`config.mk`:
```
export PLATFORM = sky130hd
export DESIGN_NAME = sh2_mac_unit_flat
export DESIGN_NICKNAME = d
export VERILOG_FILES = /design/src/rtl/sh2_mac_unit_pkg.sv /design/src/rtl/sh2_mac_unit_if.sv /design/src/rtl/sh2_mac_mult.sv /design/src/rtl/sh2_mac_unit.sv /design/src/flat_wrapper.sv
export SDC_FILE = /design/constraint.sdc
export NUM_CORES = 2
export LEC_CHECK = 0
export BUFFER_PORTS_ARGS = -buffer_cell sky130_fd_sc_hd__buf_2
export CELL_PAD_IN_SITES_DETAIL_PLACEMENT = 0
export CELL_PAD_IN_SITES_GLOBAL_PLACEMENT = 1
export CORE_MARGIN = 5
export CORE_UTILIZATION = 42
export CTS_CLUSTER_SIZE = 12
export DETAILED_ROUTE_END_ITERATION = 10
export PLACE_DENSITY_LB_ADDON = 0.1
export SLEW_MARGIN = 20
export SYNTH_ARGS = -nofsm -noshare
export SYNTH_HDL_FRONTEND = slang
export SYNTH_HIERARCHICAL = 1
export SYNTH_SLANG_ARGS = --single-unit
```
`constraint.sdc`:
```
create_clock -name i_clk -period 14.9 [get_ports i_clk]
set_input_delay 2.98 -clock i_clk [delete_from_list [all_inputs] [get_ports i_clk]]
set_output_delay 2.98 -clock i_clk [all_outputs]
set_load 0.01 [all_outputs]
```
`src/rtl/sh2_mac_unit_pkg.sv`:
```
// Shared MAC op codes, FSM state type, saturation limits and op classification helpers.
package sh2_mac_unit_pkg;

  localparam logic [3:0] MAC_OP_NOP    = 4'd0;
  localparam logic [3:0] MAC_OP_MULSW  = 4'd1;
  localparam logic [3:0] MAC_OP_MULUW  = 4'd2;
  localparam logic [3:0] MAC_OP_MULL   = 4'd3;
  localparam logic [3:0] MAC_OP_DMULSL = 4'd4;
  localparam logic [3:0] MAC_OP_DMULUL = 4'd5;
  localparam logic [3:0] MAC_OP_MACW   = 4'd6;
  localparam logic [3:0] MAC_OP_MACL   = 4'd7;
  localparam logic [3:0] MAC_OP_CLRMAC = 4'd8;

  typedef enum logic [1:0] {
    ST_IDLE = 2'd0,
    ST_MUL1 = 2'd1,
    ST_MUL2 = 2'd2
  } mac_state_e;

  localparam logic [31:0] MACW_SAT_MAX = 32'h7FFF_FFFF;
  localparam logic [31:0] MACW_SAT_MIN = 32'h8000_0000;
  localparam logic [63:0] MACL_SAT_MAX = 64'h0000_7FFF_FFFF_FFFF;
  localparam logic [63:0] MACL_SAT_MIN = 64'hFFFF_8000_0000_0000;

  function automatic logic op_is_word(input logic [3:0] op);
    return (op == MAC_OP_MULSW) || (op == MAC_OP_MULUW) || (op == MAC_OP_MACW);
  endfunction

  function automatic logic op_is_long(input logic [3:0] op);
    return (op == MAC_OP_MULL) || (op == MAC_OP_DMULSL) ||
           (op == MAC_OP_DMULUL) || (op == MAC_OP_MACL);
  endfunction

  function automatic logic op_is_signed(input logic [3:0] op);
    return !((op == MAC_OP_MULUW) || (op == MAC_OP_DMULUL));
  endfunction

endpackage

```
`src/rtl/sh2_mac_unit_if.sv`:
```
// Control/data bundle between the EX stage (master) and the MAC unit (slave).
interface sh2_mac_unit_if;
  logic        ce;
  logic        start;
  logic [3:0]  op;
  logic        sat;
  logic [31:0] a;
  logic [31:0] b;
  logic        wr;
  logic        wsel;
  logic [31:0] wd;
  logic        rsel;
  logic [31:0] rd;
  logic [31:0] mach;
  logic [31:0] macl;
  logic        busy;

  modport master (
    output ce, start, op, sat, a, b, wr, wsel, wd, rsel,
    input  rd, mach, macl, busy
  );

  modport slave (
    input  ce, start, op, sat, a, b, wr, wsel, wd, rsel,
    output rd, mach, macl, busy
  );
endinterface

```
`src/rtl/sh2_mac_mult.sv`:
```
// Combinational 33x17 signed multiplier shared by both multiply phases.
module sh2_mac_mult (
  input  logic signed [32:0] i_a,
  input  logic signed [16:0] i_b,
  output logic signed [49:0] o_p
);
  assign o_p = 50'(i_a) * 50'(i_b);
endmodule

```
`src/rtl/sh2_mac_unit.sv`:
```
// SH-2 MAC unit: owns MACH/MACL, runs word ops in one cycle and long ops in two
// on a shared 33x17 multiplier (low half of B first, then high half).
module sh2_mac_unit
  import sh2_mac_unit_pkg::*;
#(
  parameter logic [31:0] RESET_MACH = 32'h0000_0000,
  parameter logic [31:0] RESET_MACL = 32'h0000_0000
) (
  input logic           i_clk,
  input logic           i_rst,
  sh2_mac_unit_if.slave io_mac
);
  localparam logic signed [64:0] LIM_HI = 65'($signed(MACL_SAT_MAX));
  localparam logic signed [64:0] LIM_LO = 65'($signed(MACL_SAT_MIN));

  mac_state_e         r_state, w_state_next;
  logic [3:0]         r_op;
  logic               r_sat;
  logic [31:0]        r_a, r_b, r_mach, r_macl;
  logic signed [49:0] r_p;

  logic               w_idle, w_issue_mul, w_issue_clr, w_write_ok;
  logic               w_signed, w_word, w_final;
  logic signed [32:0] w_mul_a;
  logic signed [16:0] w_mul_b;
  logic signed [49:0] w_mul_p;
  logic [31:0]        w_prod_w;
  logic [63:0]        w_prod_l, w_acc;
  logic [32:0]        w_sum_w;
  logic signed [64:0] w_sum_l;
  logic [31:0]        w_res_mach, w_res_macl;

  assign w_idle      = (r_state == ST_IDLE);
  assign w_issue_mul = w_idle && io_mac.start && (op_is_word(io_mac.op) || op_is_long(io_mac.op));
  assign w_issue_clr = w_idle && io_mac.start && (io_mac.op == MAC_OP_CLRMAC);
  assign w_write_ok  = w_idle && io_mac.wr;
  assign w_signed    = op_is_signed(r_op);
  assign w_word      = op_is_word(r_op);
  assign w_final     = ((r_state == ST_MUL1) && w_word) || (r_state == ST_MUL2);

  always_ff @(posedge i_clk or posedge i_rst) begin
    if (i_rst)
      r_state <= ST_IDLE;
    else if (io_mac.ce)
      r_state <= w_state_next;
  end

  always_comb begin
    w_state_next = r_state;
    case (r_state)
      ST_IDLE: if (w_issue_mul) w_state_next = ST_MUL1;
      ST_MUL1: w_state_next = w_word ? ST_IDLE : ST_MUL2;
      ST_MUL2: w_state_next = ST_IDLE;
      default: w_state_next = ST_IDLE;
    endcase
  end

  // Long ops: MUL1 uses B[15:0] as a positive 17-bit value, MUL2 the extended B[31:16].
  always_comb begin
    if (w_word)
      w_mul_a = {{17{w_signed & r_a[15]}}, r_a[15:0]};
    else
      w_mul_a = {w_signed & r_a[31], r_a};
    if (r_state == ST_MUL2)
      w_mul_b = {w_signed & r_b[31], r_b[31:16]};
    else if (w_word)
      w_mul_b = {w_signed & r_b[15], r_b[15:0]};
    else
      w_mul_b = {1'b0, r_b[15:0]};
  end

  sh2_mac_mult u_mult (
    .i_a (w_mul_a),
    .i_b (w_mul_b),
    .o_p (w_mul_p)
  );

  assign w_prod_w = w_mul_p[31:0];
  assign w_prod_l = 64'({w_mul_p, 16'h0000}) + 64'(r_p);
  assign w_acc    = {r_mach, r_macl};
  assign w_sum_w  = {r_macl[31], r_macl} + {w_prod_w[31], w_prod_w};
  assign w_sum_l  = $signed({w_acc[63], w_acc}) + $signed({w_prod_l[63], w_prod_l});

  always_comb begin
    w_res_mach = r_mach;
    w_res_macl = r_macl;
    case (r_op)
      MAC_OP_MULSW, MAC_OP_MULUW: w_res_macl = w_prod_w;
      MAC_OP_MULL:                w_res_macl = w_prod_l[31:0];
      MAC_OP_DMULSL, MAC_OP_DMULUL: {w_res_mach, w_res_macl} = w_prod_l;
      MAC_OP_MACW: begin
        if (!r_sat)
          {w_res_mach, w_res_macl} = w_acc + 64'($signed(w_prod_w));
        else if (w_sum_w[32] != w_sum_w[31]) begin
          w_res_macl = w_sum_w[32] ? MACW_SAT_MIN : MACW_SAT_MAX;
          w_res_mach = {r_mach[31:1], 1'b1};
        end else
          w_res_macl = w_sum_w[31:0];
      end
      MAC_OP_MACL: begin
        if (r_sat && (w_sum_l > LIM_HI))
          {w_res_mach, w_res_macl} = MACL_SAT_MAX;
        else if (r_sat && (w_sum_l < LIM_LO))
          {w_res_mach, w_res_macl} = MACL_SAT_MIN;
        else
          {w_res_mach, w_res_macl} = w_sum_l[63:0];
      end
      default: ;
    endcase
  end

  // An LDS write and a START in the same cycle both land here, so the op accumulates onto the new value.
  always_ff @(posedge i_clk or posedge i_rst) begin
    if (i_rst) begin
      r_mach <= RESET_MACH;
      r_macl <= RESET_MACL;
      r_op   <= MAC_OP_NOP;
      r_sat  <= 1'b0;
      r_a    <= 32'h0;
      r_b    <= 32'h0;
      r_p    <= '0;
    end else if (io_mac.ce) begin
      if (w_write_ok) begin
        if (io_mac.wsel) r_mach <= io_mac.wd;
        else             r_macl <= io_mac.wd;
      end
      if (w_issue_clr) begin
        r_mach <= 32'h0;
        r_macl <= 32'h0;
      end
      if (w_issue_mul) begin
        r_op  <= io_mac.op;
        r_sat <= io_mac.sat;
        r_a   <= io_mac.a;
        r_b   <= io_mac.b;
      end
      if ((r_state == ST_MUL1) && !w_word)
        r_p <= w_mul_p;
      if (w_final) begin
        r_mach <= w_res_mach;
        r_macl <= w_res_macl;
      end
    end
  end

  assign io_mac.busy = !w_idle;
  assign io_mac.rd   = io_mac.rsel ? r_mach : r_macl;
  assign io_mac.mach = r_mach;
  assign io_mac.macl = r_macl;

endmodule

```
`src/flat_wrapper.sv`:
```
// flat-port wrapper written by rule: the top's interface ports become plain ports
module sh2_mac_unit_flat import sh2_mac_unit_pkg::*;
#(
  parameter logic [31:0] RESET_MACH = 32'h0000_0000,
  parameter logic [31:0] RESET_MACL = 32'h0000_0000
)
  (i_clk, i_rst, io_mac_ce, io_mac_start, io_mac_op, io_mac_sat, io_mac_a, io_mac_b, io_mac_wr, io_mac_wsel, io_mac_wd, io_mac_rsel, io_mac_rd, io_mac_mach, io_mac_macl, io_mac_busy);
  sh2_mac_unit_if io_mac_i ();
  input logic i_clk;
  input logic i_rst;
  input wire logic [$bits(io_mac_i.ce)-1:0] io_mac_ce;
  input wire logic [$bits(io_mac_i.start)-1:0] io_mac_start;
  input wire logic [$bits(io_mac_i.op)-1:0] io_mac_op;
  input wire logic [$bits(io_mac_i.sat)-1:0] io_mac_sat;
  input wire logic [$bits(io_mac_i.a)-1:0] io_mac_a;
  input wire logic [$bits(io_mac_i.b)-1:0] io_mac_b;
  input wire logic [$bits(io_mac_i.wr)-1:0] io_mac_wr;
  input wire logic [$bits(io_mac_i.wsel)-1:0] io_mac_wsel;
  input wire logic [$bits(io_mac_i.wd)-1:0] io_mac_wd;
  input wire logic [$bits(io_mac_i.rsel)-1:0] io_mac_rsel;
  output wire logic [$bits(io_mac_i.rd)-1:0] io_mac_rd;
  output wire logic [$bits(io_mac_i.mach)-1:0] io_mac_mach;
  output wire logic [$bits(io_mac_i.macl)-1:0] io_mac_macl;
  output wire logic [$bits(io_mac_i.busy)-1:0] io_mac_busy;
  assign io_mac_i.ce = io_mac_ce;
  assign io_mac_i.start = io_mac_start;
  assign io_mac_i.op = io_mac_op;
  assign io_mac_i.sat = io_mac_sat;
  assign io_mac_i.a = io_mac_a;
  assign io_mac_i.b = io_mac_b;
  assign io_mac_i.wr = io_mac_wr;
  assign io_mac_i.wsel = io_mac_wsel;
  assign io_mac_i.wd = io_mac_wd;
  assign io_mac_i.rsel = io_mac_rsel;
  assign io_mac_rd = io_mac_i.rd;
  assign io_mac_mach = io_mac_i.mach;
  assign io_mac_macl = io_mac_i.macl;
  assign io_mac_busy = io_mac_i.busy;
  sh2_mac_unit #(.RESET_MACH(RESET_MACH), .RESET_MACL(RESET_MACL)) u_core (.i_clk(i_clk), .i_rst(i_rst), .io_mac(io_mac_i));
endmodule
```
## Yosys cells after proc, flatten, opt, wreduce, memory -nomap -nowiden

Cells that the tools add are included.

- Register bits after elaboration: 185
- Input port bits: 108
- Output and inout bits: 97
- Logic and storage cells: 103

- Add/subtract/negate cells: 4
- Multiply operators: 1
- $lt $le $gt $ge: 2
- Equal/unequal tests: 24
- Mux-type cells: 26
- Bitwise gates (word level): 4
- Reductions and logical operators: 33

Operator list:

| cell | number |
|---|---|
| 32-bit two-way mux | 17 |
| 64-bit adder | 2 |
| 32-bit one-hot mux with 4 select lines | 1 |
| 32-bit one-hot mux with 3 select lines | 1 |
| 64-bit by 64-bit adder with 65-bit output | 1 |
| 65-bit by 48-bit > comparator with 1-bit output, second input constant | 1 |
| 65-bit by 48-bit < comparator with 1-bit output, second input constant | 1 |
| 33-bit by 17-bit multiplier with 50-bit output | 1 |
| 17-bit two-way mux | 2 |
| 32-bit by 32-bit adder with 33-bit output | 1 |
| 33-bit two-way mux | 1 |
| 4-bit by 3-bit equality test with 1-bit output, second input constant | 8 |
| 4-bit by 2-bit equality test with 1-bit output, second input constant | 4 |
| 1-bit logical OR | 10 |
| 5-bit AND reduction | 2 |
| 4-bit by 1-bit equality test with 1-bit output, second input constant | 2 |
| 1-bit logical AND | 8 |
| 4-bit inequality test, second input constant | 2 |
| 2-bit AND reduction | 3 |
| 3-bit nonzero test | 2 |
| 5-bit inequality test, second input constant | 1 |
| 1-bit bitwise AND | 4 |
| 4-bit equality test, second input constant | 1 |
| 2-bit two-way mux | 2 |
| 13 further kinds | 16 |

## Longest topological paths before layout

- Word-level depth: 15
- Depth in mapped cells: 55
- Gate-level depth less buffers: 50

## Cells and area by module

Netlist, hierarchy kept.

By module, submodules not included:

| module | instances | cells an instance | area each (um^2) | sequential area each (um^2) |
|---|---|---|---|---|
| sh2_mac_unit | 1 | 2556 | 20412.1 | 4629.4 |
| sh2_mac_mult | 1 | 2131 | 19256.0 | 0.0 |

## Least setup slack after synthesis

No wires, ideal clock.

- Path type: register -> register
- Start: register u_core.r_op[1]
- End: register u_core.r_mach[1] (netlist: u_core/io_mac.mach[1])
- Library setup time: 0.121 ns
- Data arrival time: 13.511 ns
- Required time: 14.779 ns
- Path slack: 1.268 ns
- Stages on the path, launching flop included: 50
- Buffers on the path: 5
- Clock period less this slack: 13.632 ns
- Cell sequence: dfrtp_1 > clkbuf_1 > mux2i_1 > or2_2 > clkbuf_1 > or3_1 > a21oi_1 > clkinv_1 > clkbuf_1 > nor2_1 > fa_1 > fa_1 > fa_1 > fa_1 > fa_1 > inv_1 > fa_1 > inv_1 > [14 not listed] > or3_1 > nand4_1 > o21ai_0 > xor2_1 > ha_1 > clkbuf_1 > and4_1 > nand4_1 > nand4b_1 > o41ai_4 > o31a_2 > o211ai_1 > or4_4 > nor4b_4 > a21oi_2 > buf_6 > a311o_1 > a22o_1

- Longest elaborated chain between the ends: 15
- Elaborated cells between the ends (all ways): 38
- Classes of those cells: add/sub (3); mul (1); order compare (2); eq/ne (8); mux (8); bitwise (4); reduce/logical (12)

Ends and longest elaborated chain:

| what | RTL line | text |
|---|---|---|
| start: declaration | sh2_mac_unit.sv:17 | `logic [3:0] r_op;` |
| start signal: assignment | sh2_mac_unit.sv:132 | `r_op <= io_mac.op;` |
| 4-bit by 2-bit equality test with 1-bit output / 4-bit by 3-bit equality test with 1-bit output (equally long branches) | sh2_mac_unit_pkg.sv:26, sh2_mac_unit_pkg.sv:35 |  |
| 1-bit logical OR | sh2_mac_unit_pkg.sv:35 | `return !((op == MAC_OP_MULUW) \|\| (op == MAC_OP_DMULUL));` |
| 1-bit logical NOT | sh2_mac_unit_pkg.sv:35 |  |
| 1-bit bitwise AND | sh2_mac_unit.sv:67 | `w_mul_b = {w_signed & r_b[15], r_b[15:0]};` |
| 17-bit two-way mux | sh2_mac_unit.sv:66 | `else if (w_word)` |
| 17-bit two-way mux (*) | sh2_mac_unit.sv:64 | `if (r_state == ST_MUL2)` |
| net u_core.w_mul_b[16] | sh2_mac_unit.sv:25 | `logic signed [16:0] w_mul_b;` |
| 33-bit by 17-bit multiplier with 50-bit output (*) | sh2_mac_mult.sv:7 | `assign o_p = 50'(i_a) * 50'(i_b);` |
| net u_core.w_mul_p[31] | sh2_mac_unit.sv:26 | `logic signed [49:0] w_mul_p;` |
| 64-bit adder | sh2_mac_unit.sv:79 | `assign w_prod_l = 64'({w_mul_p, 16'h0000}) + 64'(r_p);` |
| 64-bit by 64-bit adder with 65-bit output | sh2_mac_unit.sv:82 | `assign w_sum_l = $signed({w_acc[63], w_acc}) + $signed({w_prod_l[63], w_prod_l});` |
| 65-bit by 48-bit < comparator with 1-bit output | sh2_mac_unit.sv:103 | `else if (r_sat && (w_sum_l < LIM_LO))` |
| 1-bit logical AND | sh2_mac_unit.sv:103 |  |
| 32-bit two-way mux | sh2_mac_unit.sv:103 |  |
| 32-bit two-way mux | sh2_mac_unit.sv:101 | `if (r_sat && (w_sum_l > LIM_HI))` |
| 32-bit one-hot mux with 3 select lines (*) | sh2_mac_unit.sv:87 | `case (r_op)` |
| 32-bit two-way mux (*) | sh2_mac_unit.sv:139 | `if (w_final) begin` |
| end signal: assignment | sh2_mac_unit.sv:124 | `if (io_mac.wsel) r_mach <= io_mac.wd;` |
| end signal: assignment | sh2_mac_unit.sv:140 | `r_mach <= w_res_mach;` |
| end: declaration | sh2_mac_unit.sv:19 | `logic [31:0] r_a, r_b, r_mach, r_macl;` |

The timed path passes the listed nets; every way through them passes the cells marked *. The select of a mux whose other input is x is not followed.
A chain may end at the register's enable or synchronous reset.

## Worst setup path in the final report

- Start: register u_core.r_op[1]
- End: register u_core.r_macl[7] (netlist: u_core/io_mac.macl[7])

- Longest elaborated chain between the ends: 15
- Elaborated cells between the ends (all ways): 42
- Classes of those cells: add/sub (3); mul (1); order compare (2); eq/ne (10); mux (10); bitwise (4); reduce/logical (12)

Ends and longest elaborated chain:

| what | RTL line | text |
|---|---|---|
| 4-bit by 2-bit equality test with 1-bit output / 4-bit by 3-bit equality test with 1-bit output (equally long branches) | sh2_mac_unit_pkg.sv:26, sh2_mac_unit_pkg.sv:35 |  |
| 1-bit logical OR | sh2_mac_unit_pkg.sv:35 |  |
| 1-bit logical NOT | sh2_mac_unit_pkg.sv:35 |  |
| 1-bit bitwise AND | sh2_mac_unit.sv:67 |  |
| 17-bit two-way mux | sh2_mac_unit.sv:66 |  |
| 17-bit two-way mux (*) | sh2_mac_unit.sv:64 |  |
| net u_core.w_mul_b[16] | sh2_mac_unit.sv:25 |  |
| 33-bit by 17-bit multiplier with 50-bit output (*) | sh2_mac_mult.sv:7 |  |
| net u_core.w_mul_p[36] | sh2_mac_unit.sv:26 |  |
| 64-bit adder (*) | sh2_mac_unit.sv:79 |  |
| 64-bit by 64-bit adder with 65-bit output (*) | sh2_mac_unit.sv:82 |  |
| 65-bit by 48-bit < comparator with 1-bit output | sh2_mac_unit.sv:103 |  |
| 1-bit logical AND | sh2_mac_unit.sv:103 |  |
| 32-bit two-way mux | sh2_mac_unit.sv:103 |  |
| 32-bit two-way mux (*) | sh2_mac_unit.sv:101 |  |
| 32-bit one-hot mux with 4 select lines (*) | sh2_mac_unit.sv:87 |  |
| 32-bit two-way mux (*) | sh2_mac_unit.sv:139 |  |
| end signal: assignment | sh2_mac_unit.sv:125 | `else r_macl <= io_mac.wd;` |
| end signal: assignment | sh2_mac_unit.sv:141 | `r_macl <= w_res_macl;` |
| end: declaration | sh2_mac_unit.sv:19 |  |

The timed path passes the listed nets; every way through them passes the cells marked *.

==> results.cfg <==
[synth]
synth_edf_count = 0
synth-main-ff-cell = dfrtp_1
synthCells = 4687
synth_area_leader_cell = fa_1
ys_types = 102
syn-num-nets = 5626
synth-warning-count = 6
synth_area_leaders = fa_1 (27%), dfrtp_1 (12%), ha_1 (9.2%)
post_synth.cell_area_avg_um2 = 8.46
yosysSeqAreaShare_pct = 11.7
synth-seq-cells = 185
async_flop_share_pct = 100
netlist_area_um2 = 39700
synth_top_area_share_pct = 27.2

[clock_tree]
clk_pin_slew_worst_paths_ns = 0.08
cts_setup_buffers = 0
cts-resized-gates = 0
cts_made_buffers = 17
clock_latency_ns = 0.54
cts-root-buf = clkbuf_16
ctsHoldBuffers = 0
clockBufferDepth = 2
cts_sinks = 185
cts_tree = built
cts-htree-levels = 4

[worst_setup_path]
crit_arrival_ns = 14.53
reg2reg_from = u_core/r_op[1]$_DFFE_PP0P_
cp-start-kind = flip-flop
r2r_end = u_core/io_mac.macl[7]$_DFFE_PP0P_
critPathTopFamily = simple AND/OR/NAND/NOR gates
crit_cells = 45
regToRegSetupSlack_ns = 0.77
crit_type = reg -> reg
cp_slowest_cell = fa_1
cp-endpoint = u_core/io_mac.macl[7]$_DFFE_PP0P_
crit_path_start = u_core/r_op[1]$_DFFE_PP0P_
cp_common_cell = fa_1
crit_fanout = 20
reg2reg_depth = 45
crit_buf_inv = 4
slowest_delay_ns = 0.55
cp.required_ns = 15.30
endpoint_kind = flip-flop

[detailed_routing]
drt_first_pass_iters = 8
drc = 0
vias_per_cell = 5.80
vias = 34993
routedWlPerCell_um = 25.3
drt_iter0_drc = 2732
routed_wirelength_um = 153000
ant_nets = 0

[die]
io_pins = 205
die_area_um2 = 101000
initial_core_util_pct = 42.4
die_w_um = 317
die_h_um = 317
coreArea_um2 = 93500
num_rows = 112

[timing]
hold_viol = 0
period_share_pct = 94.8
relSlewSlack_pct = 25.8
skew_ns = 0.0260
finalSetupViolations = 0
slew_violations = 0
tightest_slew_ns = 1.11
setup_tns_ns = 0
period_needed_ns = 14.13
rsz0062_at_grt = no
fmax_mhz = 70.8

[global_route]
overflow = 0
grt_pass1_wl_um = 227000
grt_max_degree = 116
grt_pass1_vias = 35591
grt_usage_pct = 30.1
antenna_found_initial = 2

[hold_path]
hp-class = reg -> reg
min_from = u_core/r_b[22]$_DFFE_PP0P_

[final_layout]
final_common_cell = nand2_1
areaGrowthSynthToFinish_pct = 7.54
layout.nets = 5699
layout-drive-gt1-share_pct = 11.6
final_cell_mix = nand2_1 (594), inv_1 (587), fa_1 (539)
fin_area_um2 = 42700

[placement]
dp_hpwl_um = 122000
gp_congestion = 0.995
place_area_um2 = 42000
io_buffers = 204

[outcome]
status = completed

[job]
maxCapViolCount = 0
## cell type report
class | count | area (um2)
clock inverter | 15 | 164
timing repair buffer | 281 | 1620
antenna | 3 | 7.51
sequential | 185 | 4630
multi-input combinational | 3686 | 32000
clock buffer | 17 | 425
inverter | 589 | 2220
fill | 9395 | 50800
tap | 1254 | 1570
## how the worst min path moves through the flow
stage | endpoint | slack, ns | cells after the start
finish | u_core/r_b[22]$_DFFE_PP0P_ | 0.51 | 1
floorplan | u_core/r_b[16]$_DFFE_PP0P_ | 0.47 | 1
global route | u_core/r_b[30]$_DFFE_PP0P_ | 0.53 | 1
detailed placement | u_core/r_b[25]$_DFFE_PP0P_ | 0.49 | 1
CTS | u_core/r_b[22]$_DFFE_PP0P_ | 0.51 | 1
global placement | u_core/r_b[10]$_DFFE_PP0P_ | 0.49 | 1
## flip-flops by register name, summed over array words and instances (netlist names)
name and flops:
u_core/r_a 32, u_core/r_b 32, u_core/r_state 2, u_core/r_op 4, u_core/io_mac.mach 32, u_core/r_p 50
u_core/r_sat 1, u_core/io_mac.macl 32
## cells in the mapped netlist, drive strengths merged (13+ instances only)
library cell / count
a211oi: 34
nor4: 13
a21boi: 14
a31oi: 60
mux2: 164
nand3: 99
o21bai: 33
and3: 28
nand2b: 23
o21ai: 238
nand4: 61
ha: 292
inv: 588
nor2: 182
or2: 13
xor2: 68
a21oi: 341
a221oi: 18
a21o: 136
dfrtp: 185
and4: 14
buf: 23
xnor2: 139
and2: 248
clkbuf: 203
fa: 539
nor3: 28
nor2b: 25
o211ai: 39
o21a: 32
o31ai: 13
nand2: 595
## metrics by stage
| stage | instances | setup WS [ns] | util (%) | hold slack [ns] |
|---|---|---|---|---|
| 2_1_floorplan | 4687 | 1.27 | - | 0.475 |
| 6_report | 6030 | 0.769 | 45.6 | 0.509 |
| 3_3_place_gp | 5994 | 0.589 | 45.0 | 0.487 |
| 5_1_grt | 6027 | 0.0720 | 45.6 | 0.526 |
| 3_5_place_dp | 5994 | 0.537 | 45.0 | 0.492 |
| 4_1_cts | 6026 | 0.497 | 45.6 | 0.509 |
## logic make-up after synthesis
kind of cell | share of synthesized area, %
AND/OR/NAND/NOR | 16.7
AO/OA/AOI/OAI | 17.9
XOR/XNOR | 4.57
flip-flops | 11.7
adder cells (fa/ha/maj) | 36.5
buffers and inverters | 7.86
multiplexers | 4.81
## routing by layer
metal  up-vias  GRT usage, %  routed length [um]
met5         -             0                   0
met4         0          13.3                7740
met3       249          4.36               10400
met2      1317          49.2               70300
met1     17480          40.0               64200
li1      15947             -                   -
Power is not shown: default switching activity piles up to over one toggle a cycle in this logic, so the estimate is an artifact.
